<file path="config.mk">
export PLATFORM = sky130hd
export DESIGN_NAME = queue_arb
export DESIGN_NICKNAME = d
export VERILOG_FILES = /design/src/rtl/queue_arb_pkg.sv /design/src/rtl/rr_pick.sv /design/src/rtl/queue_arb.sv
export SDC_FILE = /design/constraint.sdc
export NUM_CORES = 1
export LEC_CHECK = 0
export ABC_CLOCK_PERIOD_IN_PS = 2900
export CELL_PAD_IN_SITES_DETAIL_PLACEMENT = 0
export CELL_PAD_IN_SITES_GLOBAL_PLACEMENT = 1
export CORE_MARGIN = 2
export CORE_UTILIZATION = 23
export CTS_BUF_LIST = sky130_fd_sc_hd__clkbuf_4
export DETAILED_ROUTE_END_ITERATION = 10
export PLACE_DENSITY_LB_ADDON = 0.1
export SETUP_SLACK_MARGIN = 0.15
export SLEW_MARGIN = 0
export SYNTH_ARGS = -nofsm -noshare
export SYNTH_HDL_FRONTEND = slang
export SYNTH_SLANG_ARGS = --single-unit
export TNS_END_PERCENT = 30
</file>
<file path="constraint.sdc">
create_clock -name clk -period 2.9 [get_ports clk]
set_input_delay 0.29 -clock clk [delete_from_list [all_inputs] [get_ports clk]]
set_output_delay 0.29 -clock clk [all_outputs]
set_load 0.01 [all_outputs]
</file>
<file path="src/rtl/queue_arb_pkg.sv">
// queue_arb_pkg: shared defaults, widths and width helpers for the
// round-robin enqueue arbiter (queue_arb) and its picker (rr_pick).
//   NREQ_DEFAULT  - number of producers
//   DW_DEFAULT    - payload width
//   DEPTH_DEFAULT - downstream queue capacity in entries
//   OCC_W / occ_t - occupancy counter width/type for the default depth
//   PTR_W / ptr_t - round-robin pointer width/type for the default NREQ
package queue_arb_pkg;

    localparam int NREQ_DEFAULT  = 4;
    localparam int DW_DEFAULT    = 32;
    localparam int DEPTH_DEFAULT = 8;

    localparam int OCC_W = $clog2(DEPTH_DEFAULT + 1);
    localparam int PTR_W = $clog2(NREQ_DEFAULT);

    typedef logic [OCC_W-1:0] occ_t;
    typedef logic [PTR_W-1:0] ptr_t;

    // Pointer width for n producers; a single producer still needs one bit.
    function automatic int ptr_width(input int n);
        return (n > 1) ? $clog2(n) : 1;
    endfunction

    // Counter width able to hold 0..depth inclusive.
    function automatic int occ_width(input int depth);
        return $clog2(depth + 1);
    endfunction

endpackage

</file>
<file path="src/rtl/rr_pick.sv">
// rr_pick: combinational round-robin search.
// Picks the first requester at or after ptr, wrapping modulo NREQ.
//   req   in  NREQ  request vector (already qualified by the caller)
//   ptr   in  PW    search start position
//   gnt   out NREQ  one-hot winner (all-zero when no request)
//   index out PW    binary index of the winner (0 when no request)
module rr_pick
    import queue_arb_pkg::*;
#(
    parameter int NREQ = NREQ_DEFAULT,
    parameter int PW   = ptr_width(NREQ)
) (
    input  logic [NREQ-1:0] req,
    input  logic [PW-1:0]   ptr,
    output logic [NREQ-1:0] gnt,
    output logic [PW-1:0]   index
);

    logic found_s;
    logic hit_s;

    // Two passes: first the positions at/above ptr, then the wrapped
    // positions below it. Anything at/above ptr was already considered in
    // the first pass, so the second pass only ever hits the wrap region.
    always_comb begin
        gnt     = {NREQ{1'b0}};
        index   = {PW{1'b0}};
        found_s = 1'b0;
        hit_s   = 1'b0;
        for (int i = 0; i < NREQ; i++) begin
            hit_s   = req[i] && (PW'(i) >= ptr) && !found_s;
            gnt[i]  = hit_s;
            index   = hit_s ? PW'(i) : index;
            found_s = found_s | hit_s;
        end
        for (int i = 0; i < NREQ; i++) begin
            hit_s   = req[i] && !found_s;
            gnt[i]  = gnt[i] | hit_s;
            index   = hit_s ? PW'(i) : index;
            found_s = found_s | hit_s;
        end
    end

endmodule

</file>
<file path="src/rtl/queue_arb.sv">
// queue_arb: round-robin arbiter feeding a downstream queue of DEPTH entries.
// Tracks queue occupancy itself (counting a grant immediately, i.e. including
// the enqueue still in flight) and withholds grants while the queue is full.
//   clk, rst  in   clock, asynchronous active-high reset
//   req       in   NREQ      per-producer enqueue request (level)
//   data      in   NREQ*DW   payloads, producer i at [i*DW +: DW]
//   gnt       out  NREQ      one-hot grant (combinational)
//   q_enq     out  1         registered enqueue strobe
//   q_din     out  DW        registered enqueue payload (holds when idle)
//   q_full    in   1         queue full flag (not used for control)
//   q_empty   in   1         queue empty flag
//   c_deq     in   1         consumer dequeue request
//   q_deq     out  1         dequeue strobe (combinational)
//   occ       out  OW        tracked occupancy 0..DEPTH
//   stall     out  1         registered full indication
module queue_arb
    import queue_arb_pkg::*;
#(
    parameter int NREQ  = NREQ_DEFAULT,
    parameter int DW    = DW_DEFAULT,
    parameter int DEPTH = DEPTH_DEFAULT
) (
    input  logic                          clk,
    input  logic                          rst,
    input  logic [NREQ-1:0]               req,
    input  logic [NREQ*DW-1:0]            data,
    output logic [NREQ-1:0]               gnt,
    output logic                          q_enq,
    output logic [DW-1:0]                 q_din,
    input  logic                          q_full,
    input  logic                          q_empty,
    input  logic                          c_deq,
    output logic                          q_deq,
    output logic [occ_width(DEPTH)-1:0]   occ,
    output logic                          stall
);

    localparam int OW = occ_width(DEPTH);
    localparam int PW = ptr_width(NREQ);
    localparam logic [OW-1:0] OCC_FULL = OW'(DEPTH);
    localparam logic [PW-1:0] PTR_LAST = PW'(NREQ - 1);

    logic [PW-1:0]   rr_ptr_r;
    logic [OW-1:0]   occ_r;
    logic            q_enq_r;
    logic [DW-1:0]   q_din_r;
    logic            stall_r;

    logic            full_s;
    logic            grant_s;
    logic            deq_s;
    logic [NREQ-1:0] req_mask_s;
    logic [NREQ-1:0] pick_gnt_s;
    logic [PW-1:0]   pick_idx_s;
    logic [DW-1:0]   sel_data_s;
    logic [OW-1:0]   occ_next_s;
    logic [PW-1:0]   ptr_next_s;
    logic            unused_s;

    // q_full is informational; occupancy is tracked locally instead.
    assign unused_s = q_full;

    // Full is judged on the current count only, so a dequeue in the same
    // cycle cannot open a grant slot until the next cycle.
    assign full_s = (occ_r == OCC_FULL);

    // Mask all requests while full or in reset.
    always_comb begin
        if (rst || full_s) begin
            req_mask_s = {NREQ{1'b0}};
        end else begin
            req_mask_s = req;
        end
    end

    rr_pick #(
        .NREQ (NREQ),
        .PW   (PW)
    ) u_rr_pick (
        .req   (req_mask_s),
        .ptr   (rr_ptr_r),
        .gnt   (pick_gnt_s),
        .index (pick_idx_s)
    );

    assign grant_s = |pick_gnt_s;
    assign gnt     = pick_gnt_s;

    // Dequeue passes through only when the queue has something, never in reset.
    always_comb begin
        if (rst) begin
            deq_s = 1'b0;
        end else begin
            deq_s = c_deq && !q_empty;
        end
    end

    assign q_deq = deq_s;

    // One-hot AND-OR mux of the winning producer's payload.
    always_comb begin
        sel_data_s = {DW{1'b0}};
        for (int i = 0; i < NREQ; i++) begin
            sel_data_s = sel_data_s | (data[i*DW +: DW] & {DW{pick_gnt_s[i]}});
        end
    end

    // Occupancy: grant and dequeue in the same cycle cancel out.
    always_comb begin
        occ_next_s = occ_r;
        if (grant_s && !deq_s) begin
            occ_next_s = occ_r + OW'(1);
        end else if (deq_s && !grant_s && (occ_r != {OW{1'b0}})) begin
            occ_next_s = occ_r - OW'(1);
        end else begin
            occ_next_s = occ_r;
        end
    end

    // Pointer moves past the winner; it holds (including through a stall)
    // when nothing is granted.
    always_comb begin
        if (grant_s) begin
            if (pick_idx_s == PTR_LAST) begin
                ptr_next_s = {PW{1'b0}};
            end else begin
                ptr_next_s = pick_idx_s + PW'(1);
            end
        end else begin
            ptr_next_s = rr_ptr_r;
        end
    end

    // State and output registers; reset discards any in-flight enqueue.
    always_ff @(posedge clk or posedge rst) begin
        if (rst) begin
            rr_ptr_r <= {PW{1'b0}};
            occ_r    <= {OW{1'b0}};
            q_enq_r  <= 1'b0;
            q_din_r  <= {DW{1'b0}};
            stall_r  <= 1'b0;
        end else begin
            rr_ptr_r <= ptr_next_s;
            occ_r    <= occ_next_s;
            q_enq_r  <= grant_s;
            stall_r  <= full_s;
            if (grant_s) begin
                q_din_r <= sel_data_s;
            end else begin
                q_din_r <= q_din_r;
            end
        end
    end

    assign q_enq = q_enq_r;
    assign q_din = q_din_r;
    assign occ   = occ_r;
    assign stall = stall_r;

endmodule

</file>
# Yosys cells after proc, flatten, opt, wreduce, memory -nomap -nowiden
# Cells that the tools add are included.
# op_classes
n_addsub,3
n_lt_le_gt_ge,4
n_eq_ne,2
mux,12
n_bitwise,17
reduce_logical,29
# op_table
op,count
$and 32x32->32,4
$or 32x32->32,3
$logic_and 1x1->1,15
$mux 2,7
$mux 4,3
$logic_not 1->1,10
$or 1x1->1,10
$add 4x1->4 const B,1
$eq 4x4->1 const B,1
$ge 1x2->1 const A,2
$ge 2x2->1 const A,2
$reduce_bool 4->1,1
$reduce_or 4->1,1
$sub 4x1->4 const B,1
$add 2x1->2 const B,1
$eq 2x2->1 const B,1
$mux 1,2
$reduce_bool 2->1,1
$logic_or 1x1->1,1
# word_totals
register_bits,40
inputBits,137
output_inout_bits,43
word_cells,72

# Longest topological paths before layout
# depth
ltp_word,31
ltp_mapped,11
mapped_depth_nobuf,11

# Cells and area by module
# Synthesis repeated with hierarchy kept, for this count alone.
# unflattened
hier_cells,253
hier_area_um2,2406.1
# modules_own_cells
module,n_inst,cells_per_inst,area_per_inst_um2,seq_area_each_um2
queue_arb,1,222,2174.6,1001.0
rr_pick,1,31,231.5,0.0

# Least setup slack after synthesis
# No wires, ideal clock.
# synth_path
kind,reg-to-reg
from,register occ_r[0] (netlist: occ[0])
to,register occ_r[3] (netlist: occ[3])
setup_time_ns,0.132
arrival_time_ns,1.958
required_ns,2.768
path_slack_ns,0.810
path_stages_with_launch,10
path_buffers,0
synth_period_minus_slack_ns,2.090
cell_sequence,dfrtp_1 nor4b_4 nor2_1 nand2_1 ha_1 a21oi_1 nand2_1 and3_1 nor3_1 a211oi_1
# synth_via
elab_chain_len,30
elab_cells_between_ends,42
classes_between,2 x add/sub; 1 x eq/ne; 3 x mux; 10 x bitwise; 26 x reduce/logical
# synth_lines
element,line_no,source
start: declaration,queue_arb.sv:44,logic [OW-1:0] occ_r;
start signal: assignment,queue_arb.sv:138,occ_r <= {OW{1'b0}};
start signal: assignment,queue_arb.sv:144,occ_r <= occ_next_s;
$eq 4x4->1 *,queue_arb.sv:65,assign full_s = (occ_r == OCC_FULL);
via full_s,queue_arb.sv:49,logic full_s;
$logic_or 1x1->1 *,queue_arb.sv:69,if (rst || full_s) begin
$mux 4 *,queue_arb.sv:69,
$logic_and 1x1->1,rr_pick.sv:31,hit_s = req[i] && (PW'(i) >= ptr) && !found_s;
$logic_not 1->1,rr_pick.sv:31,
$logic_and 1x1->1,rr_pick.sv:31,
$or 1x1->1,rr_pick.sv:34,found_s = found_s | hit_s;
[... 14 more ...],-,
$or 1x1->1,rr_pick.sv:40,found_s = found_s | hit_s;
$logic_not 1->1,rr_pick.sv:37,hit_s = req[i] && !found_s;
$logic_and 1x1->1,rr_pick.sv:37,
$or 1x1->1,rr_pick.sv:38,gnt[i] = gnt[i] | hit_s;
$reduce_or 4->1 *,queue_arb.sv:86,assign grant_s = |pick_gnt_s;
$logic_not 1->1,queue_arb.sv:113,end else if (deq_s && !grant_s && (occ_r != {OW{1'b0}})) begin
$logic_and 1x1->1 (2 in a row),queue_arb.sv:113,
$reduce_bool 2->1 (no source line),-,
# The timed path passes the listed nets; every way through them passes the cells marked *. The select of a mux whose other input is x is not followed.
# A chain may end at the register's enable or synchronous reset.

# Final worst setup path
# layout_path
from,register occ_r[0] (netlist: occ[0])
to,output port gnt[0]
# layout_via
elab_chain_len,16
elab_cells_between_ends,19
classes_between,1 x eq/ne; 1 x mux; 4 x bitwise; 13 x reduce/logical
# layout_lines
element,line_no,source
$eq 4x4->1 *,queue_arb.sv:65,
via full_s,queue_arb.sv:49,
$logic_or 1x1->1 *,queue_arb.sv:69,
$mux 4 *,queue_arb.sv:69,
$logic_and 1x1->1,rr_pick.sv:31,
$logic_not 1->1,rr_pick.sv:31,
$logic_and 1x1->1,rr_pick.sv:31,
$or 1x1->1,rr_pick.sv:34,
$logic_not 1->1,rr_pick.sv:31,
$logic_and 1x1->1,rr_pick.sv:31,
$or 1x1->1,rr_pick.sv:34,
$logic_not 1->1,rr_pick.sv:31,
$logic_and 1x1->1,rr_pick.sv:31,
$or 1x1->1,rr_pick.sv:34,
$logic_not 1->1,rr_pick.sv:37,
$logic_and 1x1->1,rr_pick.sv:37,
$or 1x1->1 *,rr_pick.sv:38,
end: declaration,queue_arb.sv:27,"output logic [NREQ-1:0] gnt,"
# The timed path passes the listed nets; every way through them passes the cells marked *.

==> impl_metrics.toml <==
[timing]
setup_viol = 0
maxSlewViolCount = 0
hold_ws_ns = 0.538
hold_violations = 0
rsz0062_at_grt = "false"
final.setup.tns_ns = 0
max_freq_ghz = 0.387
slew_headroom_pct = 42.1
clock_skew_ns = 0.0116
fin_crit_sh_pct = 89.1
min_period_ns = 2.58
worstMarginPinSlew_ns = 0.867

[global_route]
grt_max_degree = 41
track_usage_pct = 16.9
grt_util_met1_pct = 20.2
grt_pass1_vias = 2701
met3_usage_pct = 4.20
busiest_layer = "met2"
antenna_found_initial = 0
grt_pass1_wl_um = 13600
met2_usage_pct = 30.8
grt_overflow_total = 0

[drt]
drtAntennaViolNets = 0
wire_per_inst_um = 16.8
vias = 2678
first_iter_violations = 160
viasPerCell = 4.86
drtPass1Iterations = 7
drc = 0
routed_wl_um = 9280

[synth]
synth_area_leaders = "dfrtp_1 (44%), a21oi_1 (15%), a222oi_1 (14%)"
yosysTopAreaCell = "dfrtp_1"
synth_warnings = 0
avgSynthCellArea_um2 = 9.22
ys_seq_elements = 40
synth.most_common_cell = "a21oi_1"
syn-cell-area_mm2 = 0.00226
yosysSeqAreaShare_pct = 44.3
yosysUniqueCellTypes = 36
synth_edf_count = 0
ys.flop_type = "dfrtp_1"
synth_cells = 245
yosys-top-cells-count = "a21oi_1 (66), dfrtp_1 (40), nor2_1 (37)"
async_flop_share_pct = 100
syn-num-nets = 385
synth_top_area_share_pct = 44.3

[critical_path]
critPathCaptureType = "primary output"
cp-start-kind = "flop"
path_class = "reg -> out"
path_buf_inv = 2
worstPathRequired_ns = 2.61
crit_arrival_ns = 2.29
path_cells = "nor4b_4 -> nor2_2 -> and3_1 -> buf_4 -> clkdlybuf4s50_1"
worstPathMaxFanout = 8
cpPeakStageDelay_ns = 0.52
r2r_cells = 9
critPathTopFamily = "simple AND/OR/NAND/NOR gates"
worst-path-stages = 5
slowest_stage = "clkdlybuf4s50_1"

[cts]
cts.hold.buffers_added = 0
root_buffer = "clkbuf_4"
clkTransAtPathRegs_ns = 0.13
clock_latency_ns = 0.36
htreeDepth = 2
clkSinkCount = 40
cts_buffers = 5
cts_resized = 0
clock_path_buffers = 2
cts_setup_buffers = 0
tritoncts = "done"

[layout]
drive_gt1_share_pct = 5.02
antennaDiodeCount = 0
area_delta_synth_final_pct = 86.0
fillers = 998
fin_nets = 557

[floorplanning]
fp.dieH_um = 103
io_pins = 180
die_area_mm2 = 0.0106
core_mm2 = 0.00964
initial_core_util_pct = 23.4
die_x_um = 103
rows = 36

[min_path]
min_path_cells = 3
min_path_type = "in -> reg"

[power_and_ir_drop]
power_density_mw_per_mm2 = 726
vdd_ir_drop_max_uv = 268
p_leak_nw = 1.63

[placed_design]
place.gp.congestion = 0.795
place_hpwl_um = 6760
place.port_buffers = 178

[flow_run]
maxCapViolCount = 0

[outcome]
status = "completed"
[worst paths after layout]
kind                                start         to  slack (ns)
worst min register to register  q_din[23]  q_din[23]        0.54
worst max register to register     occ[0]     occ[3]        0.61
worst min-delay path             data[70]   q_din[6]        0.54
worst max-delay path               occ[0]     gnt[0]        0.32
max in group asynchronous             rst  q_din[13]        1.77
min in group asynchronous             rst   q_din[9]        0.59
[per-stage QoR]
| step | setup slack [ns] | utilization, % | area, um^2 | power, mW | instances |
|---|---|---|---|---|---|
| global placement | 0.298 | 43.0 | 4150 | 2.78 | 543 |
| global route | 0.196 | 43.6 | 4200 | 3.31 | 551 |
| detailed placement | 0.264 | 43.0 | 4150 | 2.80 | 543 |
| floorplan | 0.810 | - | 2260 | 1.84 | 245 |
| CTS | 0.275 | 43.6 | 4200 | 3.11 | 551 |
| finish | 0.317 | 43.6 | 4200 | 3.05 | 551 |
[cells in the final DEF, fill, tap and decap left out, types with 2 or more instances in the layout]
master | synthesis | routed
clkdlybuf4s50_1 | 0 | 178
a21oi_1 | 66 | 66
dfrtp_1 | 40 | 40
nor2_1 | 37 | 37
a222oi_1 | 32 | 32
nand2_1 | 7 | 7
clkbuf_4 | 0 | 7
buf_4 | 0 | 7
nor2b_1 | 3 | 3
o21ai_1 | 3 | 3
nor3_1 | 3 | 3
or3_1 | 2 | 2
inv_2 | 1 | 2
and3_1 | 2 | 2
inv_1 | 3 | 2
o221a_2 | 2 | 2
xor2_1 | 2 | 2
mux2_1 | 2 | 2
and2_1 | 2 | 2
ha_1 | 2 | 2
[registers in the layout, indices dropped and copies added (netlist names)]
| name | cells |
|---|---|
| occ | 4 |
| q_din | 32 |
| q_enq | 1 |
| rr_ptr_r | 2 |
| stall | 1 |
[cell type report]
cell class	count	area (um^2)	share of cell area (%)
inverters	4	15.0	0.357
well taps	133	166	3.96
repair buffers	185	1830	43.6
clock buffers	7	52.6	1.25
clock inverters	1	3.75	0.0893
multi-input cells	181	1130	26.9
flip-flops and latches	40	1000	23.8
[kinds of logic after synthesis]
logic type	Yosys count	share of synthesized area, %
AO/OA/AOI/OAI	111	33.2
XOR/XNOR	2	0.775
adder cells (fa/ha/maj)	3	1.99
buffers and inverters	24	5.65
flip-flops	40	44.3
multiplexers	2	0.997
AND/OR/NAND/NOR	63	13.1
[per-layer routing]
metal / wire [um] / vias to the layer above
met5: 0 / -
met4: 80 / 0
met3: 729 / 7
met2: 4700 / 105
met1: 3770 / 1263
li1: - / 1303
[where the power goes]
group / leakage, nW / internal, mW / switching, mW
combinational: 1.13 / 0.946 / 0.800
clock: 0.0338 / 0.112 / 0.188
sequential: 0.466 / 0.816 / 0.192
[worst register-to-register path, delay by kind of cell (launching register included)]
kind,cells,cell delay [ns]
DFF,1,0.50
AOI/OAI and AO/OA,2,0.20
and+or+nand+nor,6,1.20
adders and majority gates,1,0.29
No activity file was read; power rests on OpenSTA's default activity.
